File: src/rtl/hamming_pkg.sv
// Shared types for the Hamming-sequence merge stage: merge FSM states and the
// output beat record.
package hamming_pkg;

  localparam int BEAT_WIDTH = 8;

  typedef enum logic [2:0] {
    WAIT_SOP = 3'b001,
    MERGE    = 3'b010,
    FLUSH    = 3'b100
  } merge_state_t;

  // Beat data is BEAT_WIDTH wide, so the merge stage must use WIDTH == BEAT_WIDTH.
  typedef struct packed {
    logic [BEAT_WIDTH-1:0] data;
    logic                  sop;
    logic                  eop;
  } beat_t;

endpackage

File: src/rtl/st_output_reg.sv
// One-entry Avalon-ST output register (ready latency 0). It holds its beat
// while stalled and reports out_free when a new beat may be loaded.
module st_output_reg
  import hamming_pkg::*;
(
  input  logic  clock,
  input  logic  reset_n,
  input  logic  load,
  input  beat_t load_beat,
  input  logic  out_ready,
  output logic  out_valid,
  output beat_t out_beat,
  output logic  out_free
);

  logic  valid_q, valid_d;
  beat_t beat_q, beat_d;

  always_comb begin
    valid_d = valid_q;
    beat_d  = beat_q;
    if (load) begin
      valid_d = 1'b1;
      beat_d  = load_beat;
    end else if (out_ready) begin
      valid_d = 1'b0;
    end
  end

  always_ff @(posedge clock or negedge reset_n) begin
    if (!reset_n) begin
      valid_q <= 1'b0;
      beat_q  <= '0;
    end else begin
      valid_q <= valid_d;
      beat_q  <= beat_d;
    end
  end

  assign out_valid = valid_q;
  assign out_beat  = beat_q;
  assign out_free  = !valid_q || out_ready;

endmodule

File: src/rtl/ordered_merge_dedup.sv
// Merges two ascending-sorted packetized streams into one strictly ascending
// packet, dropping duplicates via a single pending-candidate register.
module ordered_merge_dedup
  import hamming_pkg::*;
#(
  parameter int WIDTH = BEAT_WIDTH
) (
  input  logic             clock,
  input  logic             reset_n,
  output logic             a_ready,
  input  logic             a_valid,
  input  logic [WIDTH-1:0] a_data,
  input  logic             a_sop,
  input  logic             a_eop,
  output logic             b_ready,
  input  logic             b_valid,
  input  logic [WIDTH-1:0] b_data,
  input  logic             b_sop,
  input  logic             b_eop,
  input  logic             out_ready,
  output logic             out_valid,
  output logic [WIDTH-1:0] out_data,
  output logic             out_sop,
  output logic             out_eop
);

  merge_state_t     state_q, state_d;
  logic             first_q, first_d;
  logic             a_done_q, a_done_d;
  logic             b_done_q, b_done_d;
  logic             pend_valid_q, pend_valid_d;
  logic [WIDTH-1:0] pend_q, pend_d;

  logic             take_a, take_b;
  logic             cand_avail, need_move, consume;
  logic [WIDTH-1:0] cand;
  logic             load;
  beat_t            load_beat;
  beat_t            out_beat;
  logic             out_free;

  // Equal heads are consumed together so they collapse into one candidate.
  always_comb begin
    take_a = 1'b0;
    take_b = 1'b0;
    cand   = '0;
    if (!a_done_q && !b_done_q) begin
      if (a_valid && b_valid) begin
        if (a_data < b_data) begin
          take_a = 1'b1;
          cand   = a_data;
        end else if (b_data < a_data) begin
          take_b = 1'b1;
          cand   = b_data;
        end else begin
          take_a = 1'b1;
          take_b = 1'b1;
          cand   = a_data;
        end
      end
    end else if (!a_done_q) begin
      take_a = a_valid;
      cand   = a_data;
    end else if (!b_done_q) begin
      take_b = b_valid;
      cand   = b_data;
    end
  end

  assign cand_avail = take_a || take_b;
  assign need_move  = pend_valid_q && (cand > pend_q);
  assign consume    = (state_q == MERGE) && cand_avail && (!need_move || out_free);

  always_comb begin
    a_ready = 1'b0;
    b_ready = 1'b0;
    if (reset_n) begin
      case (state_q)
        WAIT_SOP: begin
          a_ready = a_valid && !a_sop;
          b_ready = b_valid && !b_sop;
        end
        MERGE: begin
          a_ready = consume && take_a;
          b_ready = consume && take_b;
        end
        default: begin
          a_ready = 1'b0;
          b_ready = 1'b0;
        end
      endcase
    end
  end

  always_comb begin
    state_d      = state_q;
    first_d      = first_q;
    a_done_d     = a_done_q;
    b_done_d     = b_done_q;
    pend_valid_d = pend_valid_q;
    pend_d       = pend_q;
    load         = 1'b0;
    load_beat    = '0;
    case (state_q)
      WAIT_SOP: begin
        if (a_valid && a_sop && b_valid && b_sop) begin
          state_d      = MERGE;
          first_d      = 1'b1;
          a_done_d     = 1'b0;
          b_done_d     = 1'b0;
          pend_valid_d = 1'b0;
        end
      end
      MERGE: begin
        if (consume) begin
          // Candidates equal to (or below) pend are dropped without output activity.
          if (!pend_valid_q) begin
            pend_d       = cand;
            pend_valid_d = 1'b1;
          end else if (need_move) begin
            load      = 1'b1;
            load_beat = '{data: pend_q, sop: first_q, eop: 1'b0};
            first_d   = 1'b0;
            pend_d    = cand;
          end
          if (take_a && a_eop) a_done_d = 1'b1;
          if (take_b && b_eop) b_done_d = 1'b1;
          if (a_done_d && b_done_d) state_d = FLUSH;
        end
      end
      FLUSH: begin
        if (!pend_valid_q) begin
          state_d = WAIT_SOP;
        end else if (out_free) begin
          load         = 1'b1;
          load_beat    = '{data: pend_q, sop: first_q, eop: 1'b1};
          first_d      = 1'b0;
          pend_valid_d = 1'b0;
          state_d      = WAIT_SOP;
        end
      end
      default: state_d = WAIT_SOP;
    endcase
  end

  always_ff @(posedge clock or negedge reset_n) begin
    if (!reset_n) begin
      state_q      <= WAIT_SOP;
      first_q      <= 1'b0;
      a_done_q     <= 1'b0;
      b_done_q     <= 1'b0;
      pend_valid_q <= 1'b0;
      pend_q       <= '0;
    end else begin
      state_q      <= state_d;
      first_q      <= first_d;
      a_done_q     <= a_done_d;
      b_done_q     <= b_done_d;
      pend_valid_q <= pend_valid_d;
      pend_q       <= pend_d;
    end
  end

  st_output_reg u_out_reg (
    .clock     (clock),
    .reset_n   (reset_n),
    .load      (load),
    .load_beat (load_beat),
    .out_ready (out_ready),
    .out_valid (out_valid),
    .out_beat  (out_beat),
    .out_free  (out_free)
  );

  assign out_data = out_beat.data;
  assign out_sop  = out_beat.sop;
  assign out_eop  = out_beat.eop;

  // Out-of-order input is a protocol violation; it is dropped like a duplicate.
  assert property (@(posedge clock) disable iff (!reset_n)
    !(consume && pend_valid_q && (cand < pend_q)));

endmodule
File: config.mk
export PLATFORM = sky130hd
export DESIGN_NAME = ordered_merge_dedup
export DESIGN_NICKNAME = d
export VERILOG_FILES = /design/src/rtl/hamming_pkg.sv /design/src/rtl/st_output_reg.sv /design/src/rtl/ordered_merge_dedup.sv
export SDC_FILE = /design/constraint.sdc
export NUM_CORES = 1
export LEC_CHECK = 0
export CORE_ASPECT_RATIO = 2
export CORE_MARGIN = 2
export CORE_UTILIZATION = 30
export CTS_CLUSTER_SIZE = 28
export DETAILED_ROUTE_END_ITERATION = 6
export GPL_ROUTABILITY_DRIVEN = 0
export GPL_TIMING_DRIVEN = 0
export SYNTH_ARGS = -nofsm -noshare
export SYNTH_HDL_FRONTEND = slang
export SYNTH_HIERARCHICAL = 1
export SYNTH_SLANG_ARGS = --single-unit
File: constraint.sdc
create_clock -name clock -period 15.1 [get_ports clock]
set_input_delay 4.53 -clock clock [delete_from_list [all_inputs] [get_ports clock]]
set_output_delay 4.53 -clock clock [all_outputs]
set_load 0.05 [all_outputs]
## Word-level counts from Yosys, hierarchy flattened

Index checks and enable logic that the tools add are counted.

| word-level totals | value |
|---|---|
| bits in registers | 26 |
| output and inout port bits | 13 |
| memories | 0 |
| bits in read-only memories | 0 |
| RAM bits | 0 |
| bits in latches | 0 |

| operators by class | value |
|---|---|
| div/mod/pow operators | 0 |
| shift-type cells | 0 |
| mux-type cells | 64 |
| bitwise operators | 0 |
| $add $sub $neg | 0 |
| multiply operators | 0 |
| equality and inequality tests | 12 |
| reductions and logical operators | 32 |
| order comparisons | 3 |

Operators with widths:

| kind | count |
|---|---|
| $mux W8 | 8 |
| $mux W10 | 5 |
| $mux W1 | 37 |
| $pmux W10 S2 | 1 |
| $lt A8 B8 Y1 | 2 |
| $logic_and A1 B1 Y1 | 15 |
| $mux W3 | 5 |
| $ne A2 B2 Y1 const B | 6 |
| $pmux W1 S2 | 5 |
| $pmux W3 S3 | 1 |
| $reduce_and A3 Y1 | 3 |
| $gt A8 B8 Y1 | 1 |
| $reduce_and A7 Y1 | 1 |
| $logic_not A1 Y1 | 6 |
| $pmux W1 S3 | 2 |
| $ne A2 B1 Y1 const B | 2 |
| $reduce_and A4 Y1 | 1 |
| $reduce_bool A2 Y1 | 2 |
| $eq A3 B1 Y1 const B | 1 |
| $eq A3 B2 Y1 const B | 1 |
| $eq A3 B3 Y1 const B | 1 |
| $logic_or A1 B1 Y1 | 3 |
| $ne A3 B3 Y1 const B | 1 |
| $reduce_bool A3 Y1 | 1 |

## Logic depth before layout (Yosys ltp)

Gate-level depths: netlist of the first run.

| depth | value |
|---|---|
| depth in word-level cells | 16 |
| depth in mapped cells | 16 |
| gate-level depth less buffers | 15 |

## Hierarchy

The synthesis of the first run kept the hierarchy.

By module, submodules not included:

| module | instances | area each (um^2) | sequential area each (um^2) | cells an instance |
|---|---|---|---|---|
| ordered_merge_dedup | 1 | 1686.6 | 376.6 | 214 |
| st_output_reg | 1 | 445.4 | 275.3 | 24 |

## Least setup slack after synthesis of the first run

Ideal clock, no wire load.

| timing path | value |
|---|---|
| kind | input port to output port |
| start | input port a_data[1] |
| end | output port b_ready |
| path buffers | 1 |
| data required time | 10.570 ns |
| stages on the path | 15 |
| data arrival time | 7.918 ns |
| path slack | 2.652 ns |
| path through | inv_1 ha_1 nor2b_1 o211ai_1 a21oi_1 buf_2 o2111ai_1 nand3_1 ha_1 a21oi_1 nor2_1 a211oi_1 a211o_1 nand4_1 a21boi_0 |

| on the way | value |
|---|---|
| cells in the longest elaborated chain, start to end | 13 |
| elaborated cells on any way between the ends | 24 |

RTL lines:

| element | RTL line | text |
|---|---|---|
| from (decl) | ordered_merge_dedup.sv:12 | `input logic [WIDTH-1:0] a_data,` |
| $lt A8 B8 Y1 | ordered_merge_dedup.sv:52 | `end else if (b_data < a_data) begin` |
| $mux W8 | ordered_merge_dedup.sv:52 |  |
| $mux W8 * | ordered_merge_dedup.sv:49 | `if (a_data < b_data) begin` |
| $mux W8 * | ordered_merge_dedup.sv:48 | `if (a_valid && b_valid) begin` |
| $mux W8 * | ordered_merge_dedup.sv:47 | `if (!a_done_q && !b_done_q) begin` |
| named net cand[5] | ordered_merge_dedup.sv:36 | `logic [WIDTH-1:0] cand;` |
| $gt A8 B8 Y1 * | ordered_merge_dedup.sv:71 | `assign need_move = pend_valid_q && (cand > pend_q);` |
| $logic_and A1 B1 Y1 * | ordered_merge_dedup.sv:71 |  |
| $logic_not A1 Y1 * | ordered_merge_dedup.sv:72 | `assign consume = (state_q == MERGE) && cand_avail && (!need_move \|\| out_free);` |
| $logic_or A1 B1 Y1 * | ordered_merge_dedup.sv:72 |  |
| $logic_and A1 B1 Y1 * | ordered_merge_dedup.sv:72 |  |
| $logic_and A1 B1 Y1 * | ordered_merge_dedup.sv:85 | `b_ready = consume && take_b;` |
| $pmux W1 S2 * | ordered_merge_dedup.sv:78 | `case (state_q)` |
| $mux W1 * | ordered_merge_dedup.sv:77 | `if (reset_n) begin` |
| to (decl) | ordered_merge_dedup.sv:15 | `output logic b_ready,` |

Mark *: on every way through the listed nets, which the timed path passes. The rest lies on a longest branch.

## Worst setup path after layout of the first run

| timing path | value |
|---|---|
| start | input port a_data[1] |
| end | output port a_ready |

| on the way | value |
|---|---|
| cells in the longest elaborated chain, start to end | 13 |
| elaborated cells on any way between the ends | 24 |

RTL lines:

| element | RTL line | text |
|---|---|---|
| $lt A8 B8 Y1 | ordered_merge_dedup.sv:52 |  |
| $mux W8 | ordered_merge_dedup.sv:52 |  |
| $mux W8 * | ordered_merge_dedup.sv:49 |  |
| $mux W8 * | ordered_merge_dedup.sv:48 |  |
| $mux W8 * | ordered_merge_dedup.sv:47 |  |
| named net cand[5] | ordered_merge_dedup.sv:36 |  |
| $gt A8 B8 Y1 * | ordered_merge_dedup.sv:71 |  |
| $logic_and A1 B1 Y1 * | ordered_merge_dedup.sv:71 |  |
| $logic_not A1 Y1 * | ordered_merge_dedup.sv:72 |  |
| $logic_or A1 B1 Y1 * | ordered_merge_dedup.sv:72 |  |
| $logic_and A1 B1 Y1 * | ordered_merge_dedup.sv:72 |  |
| $logic_and A1 B1 Y1 * | ordered_merge_dedup.sv:84 | `a_ready = consume && take_a;` |
| $pmux W1 S2 * | ordered_merge_dedup.sv:78 |  |
| $mux W1 * | ordered_merge_dedup.sv:77 |  |
| to (decl) | ordered_merge_dedup.sv:10 | `output logic a_ready,` |

Marks and branches as above.

==> results_dict.tcl, run 1 <==
set metrics [dict create \
    hold_depth 1 \
    clk_path_buf_depth 2 \
    synth_fp_nets 279 \
    syn-cell-area_um2 2130 \
    fmax_mhz 75.1 \
    cp_cell_sequence "clkdlybuf4s50_1, inv_1, ha_1, nor2b_1, o211ai_1, a21o_1, clkbuf_1, nand4_1, nand3_1, ha_1, a21oi_1, nor2_1, a211oi_1, a211o_1, o211ai_1, a21boi_0, clkdlybuf4s50_1" \
    port_buffers 37 \
    diodes 0 \
    setup_viol 0 \
    num_rows 43 \
    yosysUniqueCellTypes 49 \
    mostFrequentLayoutCells "36 x clkdlybuf4s50_1, 25 x dfrtp_1, 21 x inv_1" \
    required_ps 10570 \
    hold_path_end "u_out_reg/out_beat[6]$_DFFE_PN0P_" \
    antenna_left 0 \
    track_usage_pct 14.9 \
    skew_ps 1.84 \
    rr_endpoint "u_out_reg/out_beat[9]$_DFFE_PN0P_" \
    fin_setup_tns_ps 0 \
    worst-r2r-setup-slack_ps 11710 \
    avgViaCountPerCell 5.23 \
    worstPathMaxFanout 9 \
    syn_area_per_cell_um2 8.96 \
    firstDrtPassIters 4 \
    finalWorstPathRequiredPeriod_ps 13310 \
    start_util_pct 31.0 \
    path_buf_inv 4 \
    clk_latency_ps 270 \
    setup_ws_ps 1790 \
    vias 1931 \
    reg2reg_from "b_done_q$_DFFE_PN0P_" \
    drv_slew 0 \
    criticalPathCategory "in -> out" \
    root_buffer "clkbuf_16" \
    hold_buffers 0 \
    critPathTopFamily "buffers and inverters" \
    synth_edf_count 0 \
    clkTransAtPathRegs_ps 60 \
    post_cts_resized 0 \
    core_area_um2 6890 \
    yosys_warnings 6 \
    crit_slowest_cell "clkdlybuf4s50_1" \
    synth_top_area_share_pct 29.3 \
    layout_commonest_cell "clkdlybuf4s50_1" \
    hold_path.startpoint "u_out_reg/out_beat[6]$_DFFE_PN0P_" \
    place_hpwl_um 4340 \
    synth_top_cell_by_area "dfrtp_1" \
    worst_setup_path_start_kind "input pin" \
    max_slew.worst_pin.slew_ps 775 \
    cts_setup_buffers 0 \
    grt_pass1_vias 2011 \
    arrival_ps 8780 \
    status "finished clean" \
    dieArea_um2 7840 \
    nets 321 \
    hold_viol 0 \
    maxCapViolCount 0 \
    routedWlPerCell_um 14.5 \
    dpl_worst_slack_ps 1760 \
    p_leak_nw 1.18 \
    p_per_area_nw_per_um2 97.7 \
    first_iter_violations 43 \
    synth-main-ff-cell "dfrtp_1" \
    drc 0 \
    ys_async_sr_fraction_pct 100 \
    grt_pass1_wl_um 9250 \
    drt_wl_total_um 5340 \
    grt_overflow 0 \
    end_kind "primary output" \
    drive_above_1_share_pct 13.3 \
    synth_seq_cells 26 \
    die_w_um 63.6 \
    slew_headroom_pct 48.0 \
    min_period_over_period_pct 88.2 \
    vdd_ir_drop_max_uv 39.9 \
    cts_tree "built" \
    netlist_instances 238 \
    rr_worst_depth 12 \
    area_growth_pct 27.3 \
    slowest_delay_ps 830 \
    cts_made_buffers 3 \
    cts_max_level 1 \
    hold_class "reg -> reg" \
    rsz0062_at_grt "no" \
    antenna_found_initial 0 \
    pin_count 38 \
    die_h_um 123 \
    grt_max_degree 29 \
    yosysSeqAreaShare_pct 30.6 \
    synth.area.top_cells "dfrtp_1 29%, ha_1 9.4%, mux2_4 6.3%, mux2_2 4.2%, nand4_1 3.8%" \
    cts_sinks 26 \
]
synthesized netlist by cell type (2+ instances only):
cell type,count
dfrtp_1,25
inv_1,21
nand2_1,18
ha_1,16
a21oi_1,13
nand4_1,13
and2_1,12
nand3_1,10
nor2b_1,10
mux2_4,9
o21ai_0,9
mux2_2,8
o2111ai_1,8
nor2_1,7
a2bb2oi_1,5
clkbuf_1,5
buf_2,4
nor3_1,4
a21boi_0,3
nand2b_1,3
o211ai_1,3
a21o_1,2
a21o_2,2
nand3b_1,2
nor4b_1,2
registers in the layout (all words and copies together), names as in the netlist:
signal	cells
a_done_q	1
u_out_reg/out_beat	10
b_done_q	1
u_out_reg/out_valid	1
first_q	1
state_q	3
pend_valid_q	1
pend_q	8
kinds of logic after synthesis:
logic type               share of synthesized area (%)
buffers and inverters                             6.22
AND/OR/NAND/NOR                                   22.7
AO/OA/AOI/OAI                                     20.1
flip-flops                                        30.6
multiplexers                                      11.0
adder cells (fa/ha/maj)                           9.39
metal layers:
layer	GRT usage [%]	share of wire [%]	wire length [um]
met4	10.1	3.7	197
met5	0	0	0
met1	15.1	36	1940
met2	28.7	57	3060
met3	0.637	2.6	139
power by group:
part	internal (mW)	total (mW)	switching (mW)	leakage (nW)
logic	0.0446	0.0965	0.0519	0.777
registers	0.0820	0.0908	0.00873	0.350
clock network	0.0528	0.0778	0.0250	0.0511
final cells by class:
class | instances | area, um2
Buffer | 10 | 50.0
Clock buffer | 3 | 75.1
Clock inverter | 1 | 30.0
Fill cell | 743 | 4170
Inverter | 22 | 82.6
Multi-Input combinational cell | 180 | 1350
Sequential cell | 26 | 652
Tap cell | 90 | 113
Timing Repair Buffer | 37 | 365
how the worst max path moves through the flow:
stage / startpoint / end / slack (ps) / cells after the start
after floorplan: a_data[1] / b_ready / 2650 / 15
after global placement: a_data[1] / a_ready / 1780 / 17
after detailed placement: a_data[1] / a_ready / 1760 / 17
after CTS: a_data[1] / a_ready / 1750 / 17
after global routing: a_data[1] / a_ready / 1440 / 17
final: a_data[1] / a_ready / 1790 / 17
metrics by stage:
step	hold WS [ps]	power (mW)	cells	util [%]	area (um2)
finish	506	0.265	369	39.4	2720
global route	529	0.286	369	39.4	2720
CTS	512	0.270	369	39.5	2720
detailed placement	496	0.189	365	38.0	2620
global placement	489	0.186	365	38.0	2620
floorplan	495	0.159	238	-	2130
(Power assumes the default switching activity.)
==> run 2, diff against run 1 <==
--- a/config.mk
+++ b/config.mk
@@ -7,7 +7,7 @@
 export LEC_CHECK = 0
 export CORE_ASPECT_RATIO = 2
 export CORE_MARGIN = 2
-export CORE_UTILIZATION = 30
+export CORE_UTILIZATION = 25
 export CTS_CLUSTER_SIZE = 28
 export DETAILED_ROUTE_END_ITERATION = 6
 export GPL_ROUTABILITY_DRIVEN = 0
==> run 2 against run 1 <==
Against the previous run: hold slack improved by 5.5 ps; design area fell by 0.23%; cell count rose by 2.2%; clock skew rose by 3.3 ps; wire length rose by 3.8%; sequential power barely moved; non-clock buffer count did not move; sequential share of layout area rose by 0.055 points; count of clock-buffer cells in the layout rose by 1; global-route usage fell by 2.3 points; setup slack got worse by 29 ps; combinational power fell by 1%.
==> results_dict.tcl, run 2 (synthesis gave the netlist of run 1 again) <==
set metrics [dict create \
    num_rows 47 \
    min_period_over_period_pct 88.4 \
    drv_slew 0 \
    place_hpwl_um 4520 \
    largest_reg_flops 10 \
    worstPathMaxFanout 9 \
    start_util_pct 25.7 \
    dieArea_um2 9330 \
    avgViaCountPerCell 5.17 \
    track_usage_pct 12.6 \
    fin_setup_tns_ps 0 \
    grt_max_degree 29 \
    pin_count 38 \
    drc 0 \
    root_buffer "clkbuf_16" \
    antenna_left 0 \
    first_iter_violations 76 \
    drive_above_1_share_pct 13.3 \
    clkTransAtPathRegs_ps 60 \
    criticalPathCategory "in -> out" \
    maxCapViolCount 0 \
    cts_setup_buffers 0 \
    setup_viol 0 \
    die_h_um 135 \
    worst_setup_path_start_kind "input pin" \
    register_area_um2 652 \
    multi_input_comb_area_um2 1350 \
    layout_commonest_cell "clkdlybuf4s50_1" \
    p_leak_nw 1.17 \
    vias 1948 \
    nets 321 \
    hold_buffers 0 \
    cts_made_buffers 3 \
    core_area_um2 8290 \
    finalWorstPathRequiredPeriod_ps 13340 \
    slew_headroom_pct 49.3 \
    end_kind "primary output" \
    required_ps 10570 \
    antenna_found_initial 0 \
    port_buffers 37 \
    post_cts_resized 0 \
    arrival_ps 8810 \
    fin_util_pct 32.7 \
    drt_wl_total_um 5550 \
    firstDrtPassIters 4 \
    hold_viol 0 \
    mostFrequentLayoutCells "36 x clkdlybuf4s50_1, 25 x dfrtp_1, 21 x inv_1" \
    vdd_ir_drop_max_uv 43.2 \
    cts_max_level 1 \
    skew_ps 5.13 \
    grt_overflow 0 \
    area_growth_pct 27.1 \
    status "finished clean" \
    clk_path_buf_depth 2 \
    grt_pass1_wl_um 9520 \
    rsz0062_at_grt "no" \
    cts_tree "built" \
    diodes 0 \
    grt_pass1_vias 2054 \
    die_w_um 69.3 \
    n_fill_cell 875 \
    clk_latency_ps 270 \
    fmax_mhz 74.9 \
    max_slew.worst_pin.slew_ps 755 \
    p_per_area_nw_per_um2 93.4 \
    routedWlPerCell_um 14.7 \
    cts_sinks 26 \
    hold_class "reg -> reg" \
]
run 2: area by class of cell:
cell class	instances	area share, %
Clock buffer	4	3.28
Inverter	22	3.05
Tap cell	98	4.53
Timing Repair Buffer	37	13.5
Buffer	10	1.85
Multi-Input combinational cell	180	49.7
Sequential cell	26	24.1
run 2: path summary, 6_finish.rpt:
kind / cells past startpoint / end / slack [ps] / start
max in group asynchronous: 1 / u_out_reg/out_beat[6]$_DFFE_PN0P_ / 10430 / reset_n
worst max-delay path: 17 / a_ready / 1760 / a_data[1]
min in group asynchronous: 1 / b_done_q$_DFFE_PN0P_ / 4260 / reset_n
worst min-delay path: 1 / u_out_reg/out_beat[9]$_DFFE_PN0P_ / 510 / u_out_reg/out_beat[9]$_DFFE_PN0P_
worst min register to register: 1 / u_out_reg/out_beat[9]$_DFFE_PN0P_ / 510 / u_out_reg/out_beat[9]$_DFFE_PN0P_
worst max register to register: 12 / u_out_reg/out_beat[8]$_DFFE_PN0P_ / 11760 / b_done_q$_DFFE_PN0P_
run 2: stage by stage:
step	total power [mW]	cells	setup WS, ps	area (um2)	hold WS [ps]
6_report	0.253	377	1760	2710	512
5_1_grt	0.272	377	1350	2710	527
4_1_cts	0.257	377	1680	2710	523
3_5_place_dp	0.189	373	1700	2630	504
3_3_place_gp	0.186	373	1770	2630	501
2_1_floorplan	0.159	238	2650	2130	495
run 2: per-layer routing:
metal	vias to the layer above	part of all wire (%)	global-route usage, %
met2	48	55	23.6
met5	-	0	0
li1	956	-	-
met1	924	37	12.6
met4	0	6.0	10.1
met3	20	2.5	0.896
run 2: power by group:
part	total, mW	switching [mW]	internal [mW]
registers	0.0911	0.00901	0.0821
clock network	0.0665	0.0259	0.0407
logic	0.0954	0.0511	0.0443
total	0.253	0.0860	0.167
run 2: critical path, stage by stage:
cell	delay [ps]
clkdlybuf4s50_1	480
inv_1	60
ha_1	290
nor2b_1	130
o211ai_1	210
a21o_1	140
clkbuf_1	340
nand4_1	140
nand3_1	140
ha_1	250
a21oi_1	150
nor2_1	50
a211oi_1	420
a211o_1	270
o211ai_1	120
a21boi_0	240
clkdlybuf4s50_1	840
